### src/rtl/sync_updown_modcount_pkg.sv
// Shared constants and helpers for the synchronous counter library.
// Direction/mode encodings plus the prescaler width function.
package sync_count_pkg;

    localparam logic DIR_UP    = 1'b1;
    localparam logic DIR_DOWN  = 1'b0;
    localparam logic MODE_WRAP = 1'b0;
    localparam logic MODE_SAT  = 1'b1;

    // A PRESCALE of 1 still needs a 1-bit register to stay legal.
    function automatic int psc_width(input int p);
        int w;
        w = $clog2(p);
        return (w < 1) ? 1 : w;
    endfunction

endpackage

### src/rtl/sync_updown_modcount_if.sv
// Control and status bundle of the up/down modulus counter.
// The master side drives controls; the slave side is the counter.
interface sync_updown_modcount_if #(
    parameter int WIDTH = 4
) ();

    logic             en;
    logic             up_down;
    logic             load;
    logic [WIDTH-1:0] load_val;
    logic             sat_mode;
    logic             clr_flags;
    logic [WIDTH-1:0] count;
    logic             tc;
    logic             ovf;
    logic             udf;

    modport master (
        output en,
        output up_down,
        output load,
        output load_val,
        output sat_mode,
        output clr_flags,
        input  count,
        input  tc,
        input  ovf,
        input  udf
    );

    modport slave (
        input  en,
        input  up_down,
        input  load,
        input  load_val,
        input  sat_mode,
        input  clr_flags,
        output count,
        output tc,
        output ovf,
        output udf
    );

endinterface

### src/rtl/sync_updown_modcount_prescaler.sv
// Clock-enable prescaler: one tick per PRESCALE enabled cycles.
// The tick is combinational so the count register steps on the same edge.
module sync_prescaler
    import sync_count_pkg::*;
#(
    parameter int PRESCALE = 1
) (
    input  logic clk,
    input  logic reset,
    input  logic en,
    input  logic clr,
    output logic tick
);

    localparam int PW = psc_width(PRESCALE);
    localparam logic [PW-1:0] LAST = PW'(PRESCALE - 1);
    localparam logic [PW-1:0] ONE  = PW'(1);

    logic [PW-1:0] cnt;

    assign tick = en && (cnt == LAST);

    always_ff @(posedge clk) begin
        if (reset) begin
            cnt <= '0;
        end else if (clr) begin
            cnt <= '0;
        end else if (en) begin
            cnt <= (cnt == LAST) ? '0 : cnt + ONE;
        end
    end

endmodule

### src/rtl/sync_updown_modcount.sv
// Up/down counter with programmable modulus, load, wrap/saturate
// modes, prescaled enable and sticky overflow/underflow flags.
module sync_updown_modcount
    import sync_count_pkg::*;
#(
    parameter int WIDTH     = 4,
    parameter int MODULUS   = 10,
    parameter int PRESCALE  = 1,
    parameter int RESET_VAL = 0
) (
    input logic                  clk,
    input logic                  reset,
    sync_updown_modcount_if.slave bus
);

    if (WIDTH < 1) begin : g_bad_width
        $error("WIDTH must be at least 1");
    end
    if (MODULUS < 2 ||
        (WIDTH < 31 && MODULUS > (1 << WIDTH))) begin : g_bad_mod
        $error("MODULUS must be in 2..2**WIDTH");
    end
    if (PRESCALE < 1) begin : g_bad_psc
        $error("PRESCALE must be at least 1");
    end
    if (RESET_VAL < 0 || RESET_VAL >= MODULUS) begin : g_bad_rst
        $error("RESET_VAL must be below MODULUS");
    end

    localparam logic [WIDTH:0] MAX = (WIDTH + 1)'(MODULUS - 1);
    localparam logic [WIDTH:0] ONE = (WIDTH + 1)'(1);
    localparam logic [WIDTH-1:0] RST = WIDTH'(RESET_VAL);
    localparam logic [WIDTH-1:0] TOP = MAX[WIDTH-1:0];

    // Anything above MODULUS-1 collapses onto it.
    function automatic logic [WIDTH-1:0] clamp(input logic [WIDTH:0] v);
        return (v > MAX) ? TOP : v[WIDTH-1:0];
    endfunction

    logic           tick;
    logic [WIDTH:0] cur;
    logic [WIDTH:0] nxt;
    logic           at_top;
    logic           at_bot;
    logic           dir_up;
    logic           up_evt;
    logic           dn_evt;
    logic           up_inc;
    logic           dn_dec;

    sync_prescaler #(
        .PRESCALE(PRESCALE)
    ) u_psc (
        .clk  (clk),
        .reset(reset),
        .en   (bus.en),
        .clr  (bus.load),
        .tick (tick)
    );

    always_comb begin
        cur    = {1'b0, bus.count};
        at_top = (cur == MAX);
        at_bot = (cur == '0);
        dir_up = (bus.up_down == DIR_UP);
        up_evt = tick && dir_up && at_top;
        dn_evt = tick && !dir_up && at_bot;
        up_inc = tick && dir_up && !at_top;
        dn_dec = tick && !dir_up && !at_bot;
        nxt    = cur;
        unique case (1'b1)
            up_evt:  nxt = (bus.sat_mode == MODE_SAT) ? cur : '0;
            dn_evt:  nxt = (bus.sat_mode == MODE_SAT) ? cur : MAX;
            up_inc:  nxt = cur + ONE;
            dn_dec:  nxt = cur - ONE;
            default: nxt = cur;
        endcase
    end

    always_ff @(posedge clk) begin
        if (reset) begin
            bus.count <= RST;
            bus.tc    <= 1'b0;
            bus.ovf   <= 1'b0;
            bus.udf   <= 1'b0;
        end else if (bus.load) begin
            bus.count <= clamp({1'b0, bus.load_val});
            bus.tc    <= 1'b0;
            bus.ovf   <= bus.ovf && !bus.clr_flags;
            bus.udf   <= bus.udf && !bus.clr_flags;
        end else begin
            // A new boundary event outranks a simultaneous clear.
            bus.count <= clamp(nxt);
            bus.tc    <= up_evt || dn_evt;
            bus.ovf   <= up_evt || (bus.ovf && !bus.clr_flags);
            bus.udf   <= dn_evt || (bus.udf && !bus.clr_flags);
        end
    end

endmodule
### src/flat_wrapper.sv
// flat-port wrapper written by rule: the top's interface ports become plain ports
module sync_updown_modcount_flat import sync_count_pkg::*;
#(
    parameter int WIDTH     = 4,
    parameter int MODULUS   = 10,
    parameter int PRESCALE  = 1,
    parameter int RESET_VAL = 0
)
  (clk, reset, bus_en, bus_up_down, bus_load, bus_load_val, bus_sat_mode, bus_clr_flags, bus_count, bus_tc, bus_ovf, bus_udf);
  sync_updown_modcount_if #(.WIDTH(WIDTH)) bus_i ();
  input logic clk;
  input logic reset;
  input wire logic [$bits(bus_i.en)-1:0] bus_en;
  input wire logic [$bits(bus_i.up_down)-1:0] bus_up_down;
  input wire logic [$bits(bus_i.load)-1:0] bus_load;
  input wire logic [$bits(bus_i.load_val)-1:0] bus_load_val;
  input wire logic [$bits(bus_i.sat_mode)-1:0] bus_sat_mode;
  input wire logic [$bits(bus_i.clr_flags)-1:0] bus_clr_flags;
  output wire logic [$bits(bus_i.count)-1:0] bus_count;
  output wire logic [$bits(bus_i.tc)-1:0] bus_tc;
  output wire logic [$bits(bus_i.ovf)-1:0] bus_ovf;
  output wire logic [$bits(bus_i.udf)-1:0] bus_udf;
  assign bus_i.en = bus_en;
  assign bus_i.up_down = bus_up_down;
  assign bus_i.load = bus_load;
  assign bus_i.load_val = bus_load_val;
  assign bus_i.sat_mode = bus_sat_mode;
  assign bus_i.clr_flags = bus_clr_flags;
  assign bus_count = bus_i.count;
  assign bus_tc = bus_i.tc;
  assign bus_ovf = bus_i.ovf;
  assign bus_udf = bus_i.udf;
  sync_updown_modcount #(.WIDTH(WIDTH), .MODULUS(MODULUS), .PRESCALE(PRESCALE), .RESET_VAL(RESET_VAL)) u_core (.clk(clk), .reset(reset), .bus(bus_i));
endmodule
### config.mk
export PLATFORM = sky130hd
export DESIGN_NAME = sync_updown_modcount_flat
export DESIGN_NICKNAME = d
export VERILOG_FILES = /design/src/rtl/sync_updown_modcount_pkg.sv /design/src/rtl/sync_updown_modcount_if.sv /design/src/rtl/sync_updown_modcount_prescaler.sv /design/src/rtl/sync_updown_modcount.sv /design/src/flat_wrapper.sv
export SDC_FILE = /design/constraint.sdc
export NUM_CORES = 1
export LEC_CHECK = 0
export ABC_CLOCK_PERIOD_IN_PS = 2580
export CAP_MARGIN = 20
export CORE_MARGIN = 8
export CORE_UTILIZATION = 41
export CTS_CLUSTER_DIAMETER = 200
export DETAILED_ROUTE_END_ITERATION = 8
export PLACE_DENSITY = 0.74
export SLEW_MARGIN = 30
export SYNTH_ARGS = -nofsm -noshare
export SYNTH_HDL_FRONTEND = slang
export SYNTH_SLANG_ARGS = --single-unit
### constraint.sdc
create_clock -name clk -period 2.58 [get_ports clk]
set_input_delay 0.516 -clock clk [delete_from_list [all_inputs] [get_ports clk]]
set_output_delay 0.516 -clock clk [all_outputs]
set_load 0.05 [all_outputs]
==> results by group, run 1 <==
Die
  – Row Count: 14
  – Die height: 54.8 um
  – Chip width: 54.8 um
  – IO Pins: 18
  – Die area: 0.00300 sq mm
  – Placeable Area: 0.00145 sq mm
  – Initial core utilization: 0.423

STA
  – Hold Violations, Final: 0
  – Worst-Margin Slew: 505 ps
  – Worst setup margin: 161 ps
  – Crit share post-route: 0.938
  – Final clock skew: 4.47 ps
  – Slew Limit Fails: 0
  – RSZ-0062 raised after global routing: no
  – Min Clock Period, post-route: 2420 ps
  – Max Fclk: 0.413 GHz
  – Setup Viol. Count Final: 0
  – Relative slew slack: 0.662

Clock tree
  – Max clock buf depth: 2
  – CTS tree: built
  – Clock sink count: 7
  – H-tree depth: 1
  – Clk_lat worst skew: 250 ps
  – Worst-path clk slew: 50 ps
  – Num CTS Buffers: 3
  – Clk root buf: clkbuf_4

Drt
  – Total wire length: 1560 um
  – Vias/cell: 5.66
  – DRC Markers: 0
  – Initial drt markers: 15
  – Wire length per cell: 13.7 um
  – TritonRoute pass-1 iters: 4
  – Via count: 645
  – DRT antenna net count: 0

Logic synthesis
  – Share of the synthesized area in the top cell type: 0.228
  – Synth unique cells: 38
  – Main synth FF type: dfxtp_1
  – Yosys synthesis warning count: 0
  – Synth area leader: dfxtp_1
  – Post-synth EDFFs: 0
  – Syn Nets: 87
  – Syn Area/Cell: 8.21 sq um
  – Post-synth top cells: nor2_1 (8), dfxtp_1 (7), nand2b_1 (5)
  – Mapped cell area: 616 sq um
  – Post-synthesis sequential area ratio: 0.228
  – Top-count cell post-synth: nor2_1
  – Synth area leaders: dfxtp_1 (23%), nand2b_1 (5.1%), nor2_1 (4.9%)
  – Ys async rst share: 0
  – Synthesized flop and latch total: 7
  – Synthesized instance count: 75

Job
  – Max Cap Viol: 0

Worst hold path
  – Min-delay src: u_core.bus.ovf
  – Worst hold path depth: 2
  – Worst hold endpoint: u_core.bus.ovf
  – Hold Path Class: flop to flop

GRT
  – Total Routing Usage GR: 0.117
  – Largest net degree at the start of global routing: 16
  – Initial antenna violation count: 0
  – Total global routing overflow: 0
  – Vias in the first global route: 605
  – Global-route wire length before repair: 2680 um

Worst setup path
  – CP Class: input pin to flop
  – CP endpoint kind: flop
  – Worst r2r path cells: 9
  – CP Max Fanout: 3
  – CP required: 2710 ps
  – RR Endpoint: u_core.bus.count[0]
  – CP arrival: 2550 ps
  – CP startpoint kind: input pin
  – R2r startpoint: u_core.bus.count[0]
  – Flop2flop setup slack: 360 ps

Place
  – Dpl ws: -284 ps
  – Dpl hpwl: 1230 um
  – Routability congestion estimate: 0.865
  – # port buffers: 17
  – Total placed cells including tap cells: 109
  – Placed instance area: 812 sq um

Power and ir drop
  – PwrDens: 440 mW/mm^2
  – Pwr Total: 0.000373 W
  – Pleak: 0.350 nW
  – VDD IR max: 318 uV

Cells and area
  – Multi-input logic area: 413 sq um
  – Share of cells above drive strength 1: 0.224
  – Post-Layout Cell Count: 114
  – Register area: 140 sq um
  – Antenna diode count: 0
  – Design area: 850 sq um
  – Synth-to-Final Area Change: 38.0%
  – NumNets Final: 111
  – Fillers: 139

Outcome
  – Run status: completed
-- kinds of logic after synthesis --
group	count (synthesis)	synth area share
adder cells (fa/ha/maj)	1	0.0203
flip-flops	7	0.228
AO/OA/AOI/OAI	19	0.240
AND/OR/NAND/NOR	34	0.352
XOR/XNOR	1	0.0142
buffers and inverters	11	0.112
multiplexers	2	0.0346
-- layout make-up --
cell class,count,area share
timing repair buffer,26,0.277
inverter,4,0.0177
clock buffer,4,0.0309
sequential,7,0.165
multi-input combinational,57,0.486
tap,16,0.0236
-- critical path: stages --
cell and delay, ps:
dlygate4sd2_1 240, and2b_1 220, mux2_4 300, ha_2 180
or3b_4 420, mux2i_1 140, o221ai_2 210, a21oi_1 90
o31a_1 240
-- flip-flops by register name, indices dropped and copies added, names as in the netlist --
signal and count:
u_core.bus.tc 1, u_core.bus.udf 1, u_core.bus.count 4, u_core.bus.ovf 1
-- repair_timing --
action                     in CTS  in global routing
gates resized for setup         4                  0
setup buffers                   1                  0
hold buffers                    0                  0
setup endpoints to repair       3                  0
-- through the flow --
stage	setup TNS [ps]	hold WS (ps)	util
after floorplan	0	673	-
after global placement	-879	457	0.559
after detailed placement	-1080	458	0.559
after CTS	0	469	0.584
after global routing	0	504	0.584
final	0	467	0.584
-- placed cells by master (no fill, tap or decap) --
cell / synthesis / routed
nor3_1: 2 / 2
o21ai_0: 3 / 3
o221ai_1: 2 / 2
xor2_1: 1 / 1
ha_2: 0 / 1
and2b_1: 1 / 1
or3_1: 1 / 1
o221a_2: 1 / 1
a21oi_1: 3 / 3
o221ai_2: 1 / 1
nand2b_4: 1 / 1
o31ai_2: 1 / 1
nor4b_2: 1 / 1
nor4bb_1: 1 / 1
and3b_1: 2 / 2
or2_4: 1 / 1
o21a_1: 1 / 1
mux2i_1: 1 / 1
nand2_1: 4 / 4
buf_4: 3 / 9
mux2_4: 0 / 1
or3b_4: 1 / 1
dlygate4sd2_1: 0 / 2
clkbuf_4: 0 / 3
a32oi_1: 1 / 1
nand3_1: 1 / 1
o32ai_1: 2 / 2
nand4_1: 2 / 2
dfxtp_1: 7 / 7
nand4b_1: 1 / 1
clkbuf_1: 0 / 1
inv_1: 4 / 4
a31oi_1: 3 / 3
nor4_1: 1 / 1
o31a_1: 1 / 1
clkdlybuf4s50_1: 0 / 15
and3_2: 1 / 1
nand2b_1: 5 / 5
nor2_1: 8 / 8
-- metal layers --
| metal | GRT usage | wire length (um) | vias up |
|---|---|---|---|
| li1 | - | - | 320 |
| met1 | 0.149 | 707 | 304 |
| met2 | 0.183 | 764 | 19 |
| met3 | 0.0462 | 76 | 2 |
| met4 | 0.0246 | 14 | 0 |
| met5 | 0 | 0 | - |
-- how the worst max path moves through the flow --
stage	endpoint	cells after the start	start	slack, ps
floorplan	u_core.bus.count[0]	10	u_core.bus.count[0]	40
global placement	u_core.bus.count[0]	9	bus_up_down	-230
detailed placement	u_core.bus.count[0]	9	bus_up_down	-280
CTS	u_core.bus.count[0]	9	bus_up_down	160
global route	u_core.bus.count[0]	9	bus_up_down	60
finish	u_core.bus.count[0]	9	bus_up_down	160
-- where the power goes --
part	internal [W]	switching (W)	leakage (nW)
registers	0.000114	0.00000294	0.0573
clock network	0.0000590	0.0000398	0.0150
logic	0.0000718	0.0000854	0.278
Note: power is estimated with default switching activity, not from simulation.
==> run 2, diff against run 1 <==
--- a/config.mk
+++ b/config.mk
@@ -6,13 +6,14 @@
 export NUM_CORES = 1
 export LEC_CHECK = 0
 export ABC_CLOCK_PERIOD_IN_PS = 2580
-export CAP_MARGIN = 20
+export CAP_MARGIN = 10
 export CORE_MARGIN = 8
-export CORE_UTILIZATION = 41
-export CTS_CLUSTER_DIAMETER = 200
+export CORE_UTILIZATION = 42
+export CTS_CLUSTER_DIAMETER = 80
 export DETAILED_ROUTE_END_ITERATION = 8
 export PLACE_DENSITY = 0.74
 export SLEW_MARGIN = 30
 export SYNTH_ARGS = -nofsm -noshare
 export SYNTH_HDL_FRONTEND = slang
+export SYNTH_HIERARCHICAL = 1
 export SYNTH_SLANG_ARGS = --single-unit
==> run 2 against run 1 <==
Effect of this change: worst hold slack better by 15 ps; combinational power hardly changed; critical path depth is 1 higher; routed wire length is 23% higher; critical path type unchanged.
==> results by group, run 2 <==
Clock tree
  – Hold Buf Count CTS: 0
  – Clock sink count: 7
  – Clk root buf: clkbuf_4
  – Worst-path clk slew: 50 ps
  – Max clock buf depth: 2
  – CTS tree: built
  – Num CTS Buffers: 3
  – Clk_lat worst skew: 260 ps
  – H-tree depth: 1

Job
  – Max Cap Viol: 0

Worst hold path
  – Hold Path Class: flop to flop
  – Min-delay src: u_core/bus.udf
  – Worst hold endpoint: u_core/bus.udf
  – Worst hold path depth: 2

Worst setup path
  – CP startpoint kind: input pin
  – CP Max Fanout: 3
  – CP required: 2750 ps
  – CP Class: input pin to flop
  – R2r startpoint: u_core/bus.count[3]
  – Worst r2r path cells: 9
  – Flop2flop setup slack: 150 ps
  – CP arrival: 2610 ps
  – CP endpoint kind: flop
  – RR Endpoint: u_core/bus.count[1]

Die
  – Die area: 0.00309 sq mm
  – Initial core utilization: 0.441
  – Placeable Area: 0.00149 sq mm
  – Row Count: 14
  – Chip width: 55.5 um
  – IO Pins: 18
  – Die height: 55.5 um

STA
  – Hold slack: 482 ps
  – Max Fclk: 0.409 GHz
  – Worst-Margin Slew: 508 ps
  – Slew Limit Fails: 0
  – Final setup TNS: 0 ps
  – Setup Viol. Count Final: 0
  – Worst setup margin: 136 ps
  – RSZ-0062 raised after global routing: no
  – Final clock skew: 5.67 ps
  – Hold Violations, Final: 0
  – Relative slew slack: 0.661
  – Crit share post-route: 0.947
  – Min Clock Period, post-route: 2440 ps

Drt
  – Initial drt markers: 28
  – Via count: 719
  – Vias/cell: 5.80
  – DRC Markers: 0
  – Total wire length: 1910 um
  – Wire length per cell: 15.4 um
  – DRT antenna net count: 0
  – TritonRoute pass-1 iters: 4

GRT
  – Vias in the first global route: 712
  – Global-route wire length before repair: 3040 um
  – Largest net degree at the start of global routing: 16
  – Initial antenna violation count: 0
  – Total Routing Usage GR: 0.118
  – Total global routing overflow: 0

Power and ir drop
  – PwrDens: 422 mW/mm^2
  – Pleak: 0.361 nW
  – VDD IR max: 172 uV

Cells and area
  – Post-Layout Cell Count: 124
  – Commonest non-fill, non-tap cell in the layout: clkdlybuf4s50_1
  – Biggest register: u_core/bus.count
  – NumNets Final: 121
  – Synth-to-Final Area Change: 37.1%
  – Max reg flops: 4
  – Share of cells above drive strength 1: 0.250
  – Fillers: 134
  – Most frequent cells in the layout: clkdlybuf4s50_1 (15), buf_4 (9), nor2_1 (8), a21oi_1 (6)
  – Antenna diode count: 0

Logic synthesis
  – Mapped cell area: 657 sq um
  – Post-synthesis sequential area ratio: 0.213
  – Ys async rst share: 0
  – Syn Area/Cell: 7.55 sq um
  – Synth unique cells: 43
  – Synth area leaders: dfxtp_1 (21%), buf_4 (5.7%), a21oi_1 (4.6%)
  – Post-synth top cells: nor2_1 (8), dfxtp_1 (7), a21oi_1 (6)
  – Main synth FF type: dfxtp_1
  – Yosys synthesis warning count: 6
  – Synthesized instance count: 87
  – Post-synth EDFFs: 0
  – Synthesized flop and latch total: 7
  – Synth area leader: dfxtp_1
  – Syn Nets: 99
  – Top-count cell post-synth: nor2_1
  – Share of the synthesized area in the top cell type: 0.213

Place
  – Routability congestion estimate: 0.847
  – # port buffers: 17
  – Total placed cells including tap cells: 120
  – Dpl ws: -239 ps
  – Dpl hpwl: 1400 um

Outcome
  – Run status: completed
## run 2: worst max-delay path by stage
| stage | to | from | cells after the start |
|---|---|---|---|
| after floorplan | u_core/bus.count[1] | u_core/bus.count[2] | 10 |
| after global placement | u_core/bus.count[1] | bus_up_down | 10 |
| after detailed placement | u_core/bus.count[1] | bus_up_down | 10 |
| after CTS | u_core/bus.count[1] | bus_up_down | 10 |
| after global routing | u_core/bus.count[1] | u_core/bus.count[3] | 9 |
| final | u_core/bus.count[1] | bus_up_down | 10 |
## run 2: kinds of logic (layout without fill, tap and decap cells)
group | Yosys count | in the layout | synth area share
AND/OR/NAND/NOR | 40 | 40 | 0.364
AO/OA/AOI/OAI | 26 | 26 | 0.267
buffers and inverters | 12 | 33 | 0.122
flip-flops | 7 | 7 | 0.213
adder cells (fa/ha/maj) | 1 | 1 | 0.0190
multiplexers | 1 | 1 | 0.0152
## run 2: power by group
part / switching [W] / total, W / internal [W]
Combinational: 0.0000846 / 0.000155 / 0.0000702
Clock: 0.0000433 / 0.000102 / 0.0000592
Sequential: 0.00000805 / 0.000123 / 0.000115
## run 2: critical path: stages
cell and delay, ps:
dlymetal6s2s_1 130, nand2b_4 150, nor3_2 140, a21o_1 100
ha_2 170, nor3b_1 50, o31ai_1 340, a221oi_2 120
or4_4 540, o41ai_2 340
## run 2: stage by stage
step                 util  power [W]  instance area (sq um)
floorplan               -   0.000228                    659
global placement    0.570   0.000272                    848
detailed placement  0.570   0.000274                    848
CTS                 0.587   0.000378                    875
global route        0.605   0.000404                    901
finish              0.605   0.000380                    901
## run 2: area by class of cell
type                            count  area [sq um]  area share
Sequential cell                     7           143       0.158
Tap cell                           16          20.0      0.0222
Inverter                            3          11.3      0.0125
Timing Repair Buffer               26           243       0.269
Clock buffer                        4          26.3      0.0292
Multi-Input combinational cell     68           458       0.508
## run 2: timing repair
item                       CTS  global route
resized for setup            0             6
buffers inserted             0             0
setup endpoints to repair    0             3
## run 2: per-layer routing
layer / GRT usage / vias to the layer above / wire length, um
met3: 0.0274 / 9 / 90
li1: - / 364 / -
met5: 0 / - / 0
met1: 0.118 / 323 / 754
met2: 0.197 / 23 / 1020
met4: 0.106 / 0 / 54
